==> config.mk <==
export PLATFORM = sky130hd
export DESIGN_NAME = led_blink_pwm
export DESIGN_NICKNAME = d
export VERILOG_FILES = /design/src/rtl/led_blink_pwm.sv
export SDC_FILE = /design/constraint.sdc
export NUM_CORES = 1
export LEC_CHECK = 0
export ABC_AREA = 1
export CAP_MARGIN = 40
export CORE_MARGIN = 2
export CORE_UTILIZATION = 50
export CTS_CLUSTER_DIAMETER = 60
export CTS_CLUSTER_SIZE = 8
export DETAILED_ROUTE_END_ITERATION = 7
export PLACE_DENSITY = 0.76
export SYNTH_ARGS = -nofsm -noshare
export SYNTH_HDL_FRONTEND = slang
export SYNTH_SLANG_ARGS = --single-unit
==> constraint.sdc <==
create_clock -name clk -period 1.3 [get_ports clk]
set_input_delay 0.13 -clock clk [delete_from_list [all_inputs] [get_ports clk]]
set_output_delay 0.13 -clock clk [all_outputs]
set_load 0.05 [all_outputs]
==> src/rtl/led_blink_pwm.sv <==
// led_blink_pwm: multi-channel LED driver with OFF / PWM-ON / BLINK (and optional BREATHE) modes per channel.
//   Ports: clk (rising edge), rst_n (async, active low), en (global enable; 0 clears all counters, LEDs off),
//          mode[2*NUM_CH] (ch i at [2i+1:2i]: 00 OFF, 01 ON, 10 BLINK, 11 BREATHE),
//          duty[PWM_BITS*NUM_CH] (ch i at [PWM_BITS*i +: PWM_BITS]), phase_inv[NUM_CH],
//          led_out[NUM_CH] (registered, 1 = lit), blink_tick (registered one-cycle pulse per blink toggle).
//   Optional feature: define LED_BREATHE_EN to add the shared breathe ramp; without it mode 11 drives 0.
module led_blink_pwm #(
    parameter int NUM_CH           = 2,
    parameter int TOGGLE_CYC       = 25_000_000,
    parameter int PWM_BITS         = 8,
    parameter int BREATHE_STEP_CYC = 49_019
) (
    input  logic                         clk,
    input  logic                         rst_n,
    input  logic                         en,
    input  logic [2*NUM_CH-1:0]          mode,
    input  logic [PWM_BITS*NUM_CH-1:0]   duty,
    input  logic [NUM_CH-1:0]            phase_inv,
    output logic [NUM_CH-1:0]            led_out,
    output logic                         blink_tick
);
    localparam int BW = $clog2(TOGGLE_CYC);
    localparam logic [BW-1:0] B_LAST = BW'(TOGGLE_CYC - 1);
    // PWM period is 2**PWM_BITS-1 so that duty = all-ones means always lit
    localparam logic [PWM_BITS-1:0] P_LAST = PWM_BITS'((1 << PWM_BITS) - 2);
    logic [BW-1:0]       blink_cnt;
    logic                blink_phase;
    logic [PWM_BITS-1:0] pwm_cnt;
    logic                blink_wrap;
    logic                breathe_on;
    logic [NUM_CH-1:0]   led_nxt;
    assign blink_wrap = blink_cnt == B_LAST;
`ifdef LED_BREATHE_EN
    localparam int SW = BREATHE_STEP_CYC > 1 ? $clog2(BREATHE_STEP_CYC) : 1;
    localparam logic [SW-1:0] S_LAST = SW'(BREATHE_STEP_CYC - 1);
    logic [SW-1:0]       step_cnt;
    logic [PWM_BITS-1:0] level;
    logic                dir_down;
    logic                turn;
    // reverse at the extremes without dwelling: the turning step already moves away
    assign turn       = dir_down ? level == '0 : level == '1;
    assign breathe_on = pwm_cnt < level;
    always_ff @(posedge clk or negedge rst_n) begin
        if (!rst_n || !en) begin
            step_cnt <= '0;
            level    <= '0;
            dir_down <= 1'b0;
        end else if (step_cnt == S_LAST) begin
            step_cnt <= '0;
            dir_down <= dir_down ^ turn;
            level    <= (dir_down ^ turn) ? level - PWM_BITS'(1) : level + PWM_BITS'(1);
        end else begin
            step_cnt <= step_cnt + SW'(1);
        end
    end
`else
    assign breathe_on = 1'b0;
`endif
    always_comb begin
        led_nxt = '0;
        for (int i = 0; i < NUM_CH; i++) begin
            led_nxt[i] = mode[2*i +: 2] == 2'b01 ? pwm_cnt < duty[PWM_BITS*i +: PWM_BITS] :
                         mode[2*i +: 2] == 2'b10 ? (blink_phase ^ phase_inv[i]) && pwm_cnt < duty[PWM_BITS*i +: PWM_BITS] :
                         mode[2*i +: 2] == 2'b11 && breathe_on;
        end
    end
    always_ff @(posedge clk or negedge rst_n) begin
        if (!rst_n) begin
            blink_cnt   <= '0;
            blink_phase <= 1'b0;
            pwm_cnt     <= '0;
            led_out     <= '0;
            blink_tick  <= 1'b0;
        end else if (!en) begin
            blink_cnt   <= '0;
            blink_phase <= 1'b0;
            pwm_cnt     <= '0;
            led_out     <= '0;
            blink_tick  <= 1'b0;
        end else begin
            blink_cnt   <= blink_wrap ? '0 : blink_cnt + BW'(1);
            blink_phase <= blink_phase ^ blink_wrap;
            pwm_cnt     <= pwm_cnt == P_LAST ? '0 : pwm_cnt + PWM_BITS'(1);
            led_out     <= led_nxt;
            blink_tick  <= blink_wrap;
        end
    end
endmodule

After elaboration in Yosys (flattened, before gate mapping). Index checks and enable logic that the tools add are counted.

Add/subtract/negate cells: 2. Order comparisons: 2. Eq/ne operators: 6. Muxes and demuxes: 11. Bitwise operators: 3. Reductions and logical operators: 2.

Operator list (number): 25-bit 2-to-1 mux (2); 25-bit by 1-bit adder with 25-bit output, second input constant (1); 25-bit equality test, second input constant (1); 8-bit < comparator (2); 8-bit 2-to-1 mux (2); 8-bit by 1-bit adder with 8-bit output, second input constant (1); 8-bit equality test, second input constant (1); 1-bit 2-to-1 mux (6); 2-bit by 1-bit equality test with 1-bit output, second input constant (2); 2-bit equality test, second input constant (2); 1-bit XOR (3); 1-bit logical AND (2); 2-bit 2-to-1 mux (1).

Bits in registers: 37. Input bits: 25. Word-level logic and storage cells: 31.

Longest topological paths before layout. Gate-level depths: netlist (run 1).

Word-level depth: 5. Mapped depth: 9.

Worst setup path after synthesis (run 1). Ideal clock, no wire load.

Path kind: register to register. Start point: register blink_cnt[0]. End point: register blink_cnt[11]. Arrival time: 1247 ps. Data required time: 1166 ps. Setup slack: -80 ps. Cell stages (with the launch flop): 7. Path buffers: 0. Period minus slack after synthesis: 1380 ps. Path through: dfrtp_1 > ha_1 > nand2_1 > nor2_4 > nand2_1 > o21ai_2 > nor2_1.

Cells in the longest elaborated chain, start to end: 3. Elaborated cells between the ends (all ways): 4. Classes of those cells: 1 x add/sub; 1 x eq/ne; 2 x mux.

RTL lines: start: declaration (RTL line 26) `logic [BW-1:0] blink_cnt;`; start signal: assignment (RTL line 81) `blink_cnt <= blink_wrap ? '0 : blink_cnt + BW'(1);`; 25-bit by 1-bit adder with 25-bit output or 25-bit equality test (tied branches) (RTL line 81, 32); 25-bit 2-to-1 mux (*) (RTL line 81); 25-bit 2-to-1 mux (*) (RTL line 74) `end else if (!en) begin`.

Mark *: on every way between the ends. The rest lies on a longest branch, timed or not.

Worst setup path in the final report (run 1).
Start point: register blink_cnt[6]. End point: register blink_cnt[11].

The elaborated chain is that of the path after synthesis.

==> results of run 1 <==
## logic make-up (layout without fill, tap and decap cells)
kind of cell / after synthesis / in the layout / synth area share (%)
AND/OR/NAND/NOR: 191 / 191 / 34.88
buffers and inverters: 47 / 138 / 7.532
flip-flops: 37 / 37 / 39.53
adder cells (fa/ha/maj): 17 / 17 / 9.081
AO/OA/AOI/OAI: 17 / 17 / 4.487
XOR/XNOR: 12 / 12 / 4.487
## final timing paths
kind / start / endpoint / slack (ns) / cells past startpoint
min: rst_n / blink_cnt[24] / 0.30 / 2
min in group clk: pwm_cnt[0] / pwm_cnt[0] / 0.49 / 1
max: blink_cnt[6] / blink_cnt[11] / -0.18 / 8
min reg2reg: pwm_cnt[0] / pwm_cnt[0] / 0.49 / 1
max reg2reg: blink_cnt[6] / blink_cnt[11] / -0.18 / 8
max in group asynchronous: rst_n / pwm_cnt[1] / 0.53 / 3
## synthesized netlist by cell type
cell / n / area share (%)
sky130_fd_sc_hd__nand2_1: 82 / 13
sky130_fd_sc_hd__nor2_1: 67 / 11
sky130_fd_sc_hd__inv_1: 45 / 7.2
sky130_fd_sc_hd__dfrtp_1: 37 / 40
sky130_fd_sc_hd__ha_1: 17 / 9.1
sky130_fd_sc_hd__nor3_1: 14 / 3.0
sky130_fd_sc_hd__nand3_1: 13 / 2.8
sky130_fd_sc_hd__a21oi_1: 9 / 1.9
sky130_fd_sc_hd__xnor2_1: 7 / 2.6
sky130_fd_sc_hd__nor2_2: 5 / 1.3
sky130_fd_sc_hd__xor2_1: 5 / 1.9
sky130_fd_sc_hd__nor2_4: 4 / 1.9
sky130_fd_sc_hd__a211oi_1: 2 / 0.64
sky130_fd_sc_hd__a31oi_1: 2 / 0.53
sky130_fd_sc_hd__o211ai_1: 2 / 0.64
sky130_fd_sc_hd__o21ai_2: 2 / 0.75
sky130_fd_sc_hd__and3_1: 1 / 0.27
sky130_fd_sc_hd__clkbuf_1: 1 / 0.16
sky130_fd_sc_hd__inv_2: 1 / 0.16
sky130_fd_sc_hd__nand2_2: 1 / 0.27
sky130_fd_sc_hd__nand2_4: 1 / 0.48
sky130_fd_sc_hd__nand3_2: 1 / 0.43
sky130_fd_sc_hd__nand4_1: 1 / 0.27
sky130_fd_sc_hd__nor4_1: 1 / 0.27
## power by group through the flow
stage | Clock, mW | Combinational [mW] | Sequential [mW]
floorplan | 0 | 0.109 | 1.22
global placement | 0 | 0.288 | 1.21
detailed placement | 0 | 0.296 | 1.21
CTS | 0.828 | 0.300 | 1.19
global route | 0.877 | 0.343 | 1.19
finish | 0.816 | 0.305 | 1.19
## worst max-delay path, delay by kind of cell (launching register included)
family        cells  cell delay (ns)
flops             1             0.42
simple gates      5             0.55
buf+inv           2             0.28
xor+xnor          1             0.11
## per-layer routing
layer / up-vias / wire [µm] / global-route usage, %
met5: - / 0 / 0
met4: 0 / 138 / 9.053
met3: 19 / 368 / 4.444
met2: 76 / 2905 / 40.77
met1: 1069 / 2756 / 31.23
li1: 1181 / - / -
## cell type report
cell class / count / area (µm²) / area share, %
multi-input cells: 237 / 1425 / 41.25
inverters: 46 / 172.7 / 4.998
clock buffers: 7 / 86.33 / 2.499
repair buffers: 85 / 777.0 / 22.49
flip-flops and latches: 37 / 928.4 / 26.87
well taps: 52 / 65.06 / 1.883
## timing repair
item / 4_1_cts / 5_1_grt
hold endpoints to repair: 15 / 0
setup endpoints to repair: 21 / 34
hold buffers: 1 / 0
setup buffers: 6 / 6
resized for setup: 25 / 22
pin swaps: 15 / 18
## through the flow
step	cell area [µm²]	hold slack [ns]	TNS, ns	cells	setup WS (ns)
6_report	3455	0.3040	-2.814	464	-0.1767
5_1_grt	3455	0.3269	-4.884	464	-0.2730
4_1_cts	3322	0.3098	-1.169	458	-0.09747
3_5_place_dp	3087	0.08373	-2.538	445	-0.2050
3_3_place_gp	3087	0.07878	-1.778	445	-0.1550
2_1_floorplan	2360	-0.1656	0	321	0.005935
## state kept, by name, indices dropped and copies added, names as in the netlist
register and flops:
led_out 2, blink_tick 1, blink_phase 1, blink_cnt 25
pwm_cnt 8
==> Implementation_results.wiki, run 1 <==
{| class="wikitable"
! Metric !! Value
|-
| Clock latency at the later pin of the worst-skew pair || 0.28 ns
|-
| Number of distinct standard cells referenced by the synthesized netlist || 24
|-
| Sequential area share after synthesis || 39.53%
|-
| Aggregate routed wire length || 6.168 mm
|-
| Final nets || 454
|-
| Final Hold Fails || 0
|-
| Worst-case clock skew || 0.007645 ns
|-
| Remaining antenna violation count after routing || 0
|-
| Final setup violating endpoints || 24
|-
| Relative max-transition margin || 72.69%
|-
| Synthesized cell area || 2342 µm²
|-
| Most frequent standard cell in the layout excluding fill and tap cells || sky130_fd_sc_hd__nand2_1
|-
| Syn Nets || 363
|-
| Commonest cells after routing, fill and taps aside || sky130_fd_sc_hd__nand2_1, sky130_fd_sc_hd__nor2_1, sky130_fd_sc_hd__buf_4
|-
| Power Total || 2.312 mW
|-
| CTS tree || done
|-
| Top Ports || 28
|-
| Die X || 72.45 µm
|-
| Initial antenna violation count || 0
|-
| Initial DRC count || 120
|-
| Synthesis-stage register bit count || 37
|-
| Post-detail-place hpwl || 4.074 mm
|-
| Grt ovf || 0
|-
| Highest fanout seen on the critical path || 5
|-
| Worst-Margin Slew || 0.4097 ns
|-
| Proportion of total power due to net switching || 24.36%
|-
| Peak supply drop || 0.6319 mV
|-
| Via count of the first global-routing pass || 2363
|-
| Time the worst path needs with I/O delays and setup || 1.477 ns
|-
| Critical path's most frequent cell || sky130_fd_sc_hd__nor2_4
|-
| Run status || finished, violations left
|-
| Kind of launch point of the worst setup path || flip-flop
|-
| Power per standard cell area || 669.3 nW/µm²
|-
| Utilization after layout || 77.73%
|-
| Startpoint-to-endpoint class of the critical path || flip-flop to flip-flop
|-
| Count of yosys warnings during synthesis || 0
|-
| Remaining routing DRC violations || 0
|-
| Total CTS buffers || 5
|-
| Proportion of power drawn by combinational gates || 13.2%
|-
| Max cap viols || 0
|-
| First-pass iteration count of the detailed router || 4
|-
| Post-detailed-route via-to-cell ratio || 5.054
|-
| Reg power frac || 51.5%
|-
| Internal power || 1.749 mW
|-
| Synthesized instance count || 321
|-
| Proportion of power drawn by the clock network || 35.3%
|-
| Worst stage delay on the critical path || 0.42 ns
|-
| Buffer cell driving the clock tree root || sky130_fd_sc_hd__clkbuf_8
|-
| Largest net degree at the start of global routing || 23
|-
| Routability cong. || 0.8665
|-
| Post-detailed-route wirelength per cell || 13.29 µm
|-
| Per-instance average area after synthesis || 7.297 µm²
|-
| Worst min-delay path class || input port to asynchronous set/reset pin
|-
| Failing checks || setup timing
|-
| Share of the clock period used by the worst path after layout || 113.6%
|-
| Total number of clock tree sinks || 37
|-
| Layout cells sized above 1 || 27.91%
|-
| Net Sw Power || 0.5633 mW
|-
| Crit path setup slack, layout || -0.1767 ns
|-
| Leakage component of the power || 1.675 nW
|-
| Highest achievable clock rate || 677.2 MHz
|-
| Fillers || 285
|-
| Core area || 4444 µm²
|-
| Total die area || 5248 µm²
|-
| Cell row count || 24
|-
| H-Tree Level Count || 2
|-
| Data arrival time at the worst-slack endpoint || 1.66 ns
|-
| Buffers added on ports || 27
|-
| Antenna Cells || 0
|-
| Cell at the slowest stage of the critical path || sky130_fd_sc_hd__dfrtp_1
|-
| GR Util All Layers || 24.25%
|-
| Crit end category || flip-flop
|-
| Required time of the critical path || 1.48 ns
|-
| Critical Path, Cell by Cell || buf_4 > nand2_2 > nor2_4 > nand2_8 > nor2_4 > buf_6 > xnor2_1 > nor2_1
|-
| Via Count || 2345
|-
| Area growth, synth to finish || 47.49%
|-
| Buffer depth of the longest clock path || 2
|-
| Count of pins over their slew limit || 0
|-
| Die H || 72.45 µm
|-
| Unrepaired setup endpoints after global routing || true
|-
| Clock-pin slew on the worst setup and hold paths || 0.08 ns
|-
| Global-route wire length before repair || 10.01 mm
|-
| Initial cell density of the core || 52.70%
|}
No activity file was read; power rests on OpenSTA's default activity.
==> run 2: changes to the inputs <==
--- a/config.mk
+++ b/config.mk
@@ -7,12 +7,12 @@
 export LEC_CHECK = 0
 export ABC_AREA = 1
 export CAP_MARGIN = 40
-export CORE_MARGIN = 2
 export CORE_UTILIZATION = 50
 export CTS_CLUSTER_DIAMETER = 60
-export CTS_CLUSTER_SIZE = 8
+export CTS_CLUSTER_SIZE = 24
 export DETAILED_ROUTE_END_ITERATION = 7
 export PLACE_DENSITY = 0.76
+export SLEW_MARGIN = 20
 export SYNTH_ARGS = -nofsm -noshare
 export SYNTH_HDL_FRONTEND = slang
 export SYNTH_SLANG_ARGS = --single-unit
==> run 2 against run 1 <==
Effect of this change:
- the flow still finishes with violations (setup timing)
- die area is 5.4% lower
- register-to-register slack about the same
- clock skew rose by 0.00087 ns
- maximum frequency up 0.35%
- clock power grew 26%
- sequential power is essentially flat
- largest cell class unchanged
- highest routed layer unchanged
==> Implementation_results.wiki, run 2 (synthesized netlist as in run 1, its figures left out) <==
{| class="wikitable"
! Metric !! Value
|-
| Utilization after layout || 79.42%
|-
| CTS tree || done
|-
| Highest achievable clock rate || 679.6 MHz
|-
| Via Count || 2296
|-
| Commonest cells after routing, fill and taps aside || sky130_fd_sc_hd__nand2_1, sky130_fd_sc_hd__nor2_1, sky130_fd_sc_hd__buf_4
|-
| Cell at the slowest stage of the critical path || sky130_fd_sc_hd__dfrtp_1
|-
| Critical path's most frequent cell || sky130_fd_sc_hd__nor2_4
|-
| Crit end category || flip-flop
|-
| Startpoint-to-endpoint class of the critical path || flip-flop to flip-flop
|-
| Total CTS buffers || 5
|-
| Post-Place Worst Slack || -0.2176 ns
|-
| Kind of cell adding the most delay to the critical path || simple AND/OR/NAND/NOR gates
|-
| Leakage component of the power || 1.675 nW
|-
| Crit path buf inv count || 1
|-
| Largest register FFs || 25
|-
| Clock-pin slew on the worst setup and hold paths || 0.07 ns
|-
| Register-to-Register Path Depth || 9
|-
| Most frequent standard cell in the layout excluding fill and tap cells || sky130_fd_sc_hd__nand2_1
|-
| Final Hold Fails || 0
|-
| Aggregate routed wire length || 5.840 mm
|-
| Core area || 4414 µm²
|-
| Worst min-delay path class || input port to asynchronous set/reset pin
|-
| Required time of the critical path || 1.52 ns
|-
| Run status || finished, violations left
|-
| Worst stage delay on the critical path || 0.42 ns
|-
| Register with the most flip-flops || blink_cnt
|-
| Multi-input gate area in the final layout || 1465 µm²
|-
| Flip-flop and latch area || 925.9 µm²
|-
| Grt ovf || 0
|-
| Remaining routing DRC violations || 0
|-
| Worst-Margin Slew || 0.4739 ns
|-
| Post-detail-place hpwl || 3.972 mm
|-
| Largest net degree at the start of global routing || 38
|-
| Power Total || 2.538 mW
|-
| Routability cong. || 0.8818
|-
| Antenna Cells || 0
|-
| Buffer cell driving the clock tree root || sky130_fd_sc_hd__clkbuf_8
|-
| Post-Layout Cell Count || 463
|-
| Remaining antenna violation count after routing || 0
|-
| Global-route wire length before repair || 9.411 mm
|-
| Buffers added on ports || 27
|-
| Buffer depth of the longest clock path || 2
|-
| Initial cell density of the core || 53.06%
|-
| Count of pins over their slew limit || 0
|-
| Max cap viols || 0
|-
| Peak supply drop || 0.7594 mV
|-
| Post-detailed-route wirelength per cell || 12.61 µm
|-
| Relative max-transition margin || 68.40%
|-
| Initial DRC count || 158
|-
| Critical Path, Cell by Cell || ha_4 > nand2_4 > nor2_4 > buf_6 > nand2_4 > nor2_4 > nor2_4 > nand2_1 > nor2_1
|-
| Top Ports || 28
|-
| Final nets || 452
|-
| Layout cells sized above 1 || 28.71%
|-
| GR Util All Layers || 24.15%
|-
| Cells after DPL || 444
|-
| Share of the clock period used by the worst path after layout || 113.2%
|-
| Cell row count || 24
|-
| Count of cell instances traversed by the critical path || 9
|-
| Time the worst path needs with I/O delays and setup || 1.472 ns
|-
| Failing checks || setup timing
|-
| Post-detailed-route via-to-cell ratio || 4.959
|-
| First-pass iteration count of the detailed router || 4
|-
| Initial antenna violation count || 0
|-
| Largest registers ranked by flip-flop count || blink_cnt x25, pwm_cnt x8, led_out x2
|-
| Total number of clock tree sinks || 37
|-
| Final setup violating endpoints || 21
|-
| Data arrival time at the worst-slack endpoint || 1.69 ns
|-
| Die H || 70.45 µm
|-
| Die X || 70.45 µm
|-
| Crit path setup slack, layout || -0.1715 ns
|-
| Via count of the first global-routing pass || 2229
|-
| Fillers || 283
|-
| Power per standard cell area || 724.0 nW/µm²
|-
| Clock latency at the later pin of the worst-skew pair || 0.29 ns
|-
| Total die area || 4963 µm²
|-
| Worst-case clock skew || 0.008518 ns
|-
| Kind of launch point of the worst setup path || flip-flop
|-
| Area growth, synth to finish || 49.68%
|-
| Highest fanout seen on the critical path || 8
|-
| H-Tree Level Count || 2
|-
| Unrepaired setup endpoints after global routing || true
|}
-- run 2: cell count changes in the layout (fill, tap and decap cells not counted), moves of 2 or more --
cell	delta
sky130_fd_sc_hd__ha_1	-2
sky130_fd_sc_hd__buf_4	-4
sky130_fd_sc_hd__buf_6	+3
sky130_fd_sc_hd__ha_4	+2
sky130_fd_sc_hd__nor2_4	-2
sky130_fd_sc_hd__nand3_2	-3
sky130_fd_sc_hd__a211oi_1	-2
sky130_fd_sc_hd__dfrtp_2	-2
sky130_fd_sc_hd__a211oi_2	+2
sky130_fd_sc_hd__nor3_2	+2
sky130_fd_sc_hd__dfrtp_1	+2
sky130_fd_sc_hd__nand3_1	+3
sky130_fd_sc_hd__nor3_1	-3
-- run 2: path summary, 6_finish.rpt --
kind,startpoint,end,slack [ns]
worst max-delay path,blink_cnt[0],blink_cnt[20],-0.17
worst min-delay path,rst_n,pwm_cnt[4],0.43
worst max register to register,blink_cnt[0],blink_cnt[20],-0.17
worst min register to register,pwm_cnt[0],pwm_cnt[0],0.50
max in group asynchronous,rst_n,blink_cnt[3],0.53
min in group clk,pwm_cnt[0],pwm_cnt[0],0.50
-- run 2: metal layers --
layer	vias up	GRT usage, %	share of wire [%]	wire length (µm)
li1	1178	-	-	-
met1	1074	31.43	47	2717
met2	37	39.58	49	2853
met3	7	6.061	3.5	204
met4	0	7.111	1.1	65
met5	-	0	0	0
-- run 2: repair_timing --
item / CTS / global route
setup endpoints to repair: 20 / 32
hold buffers: 1 / 0
cloned: 0 / 0
pin swaps: 6 / 30
setup buffers: 2 / 9
gates resized for setup: 16 / 37
endpoints found under the hold margin: 37 / 0
-- run 2: through the flow --
| stage | hold slack (ns) | instance area [µm²] | setup TNS (ns) |
|---|---|---|---|
| 2_1_floorplan | -0.1656 | 2360 | 0 |
| 3_3_place_gp | 0.1991 | 3067 | -1.640 |
| 3_5_place_dp | 0.2023 | 3067 | -2.618 |
| 4_1_cts | 0.4263 | 3277 | -1.010 |
| 5_1_grt | 0.4872 | 3506 | -4.173 |
| 6_report | 0.4277 | 3506 | -2.787 |
-- run 2: power by group --
part | switching, mW | internal, mW | total [mW] | leakage (nW)
logic | 0.157 | 0.162 | 0.318 | 1.11
clock network | 0.404 | 0.626 | 1.03 | 0.0585
registers | 0.0208 | 1.17 | 1.19 | 0.510
-- run 2: cell type report --
cell class              instances  area share (%)
multi-input cells             237           41.79
flip-flops and latches         37           26.41
repair buffers                 83           21.70
inverters                      46           4.925
clock buffers                   7           2.463
well taps                      52           1.856
clock inverters                 1          0.8565
-- run 2: worst register-to-register path: stages, from the launching register on --
cell,delay (ns)
sky130_fd_sc_hd__dfrtp_1,0.42
sky130_fd_sc_hd__ha_4,0.19
sky130_fd_sc_hd__nand2_4,0.08
sky130_fd_sc_hd__nor2_4,0.06
sky130_fd_sc_hd__buf_6,0.12
sky130_fd_sc_hd__nand2_4,0.09
sky130_fd_sc_hd__nor2_4,0.05
sky130_fd_sc_hd__nor2_4,0.19
sky130_fd_sc_hd__nand2_1,0.08
sky130_fd_sc_hd__nor2_1,0.13
==> run 3: changes to the inputs <==
--- a/config.mk
+++ b/config.mk
@@ -12,7 +12,7 @@
 export CTS_CLUSTER_SIZE = 24
 export DETAILED_ROUTE_END_ITERATION = 7
 export PLACE_DENSITY = 0.76
-export SLEW_MARGIN = 20
+export SLEW_MARGIN = 25
 export SYNTH_ARGS = -nofsm -noshare
 export SYNTH_HDL_FRONTEND = slang
 export SYNTH_SLANG_ARGS = --single-unit
==> results of run 3 <==
Same layout as run 2: the final DEF is identical, and so are final timing and power.
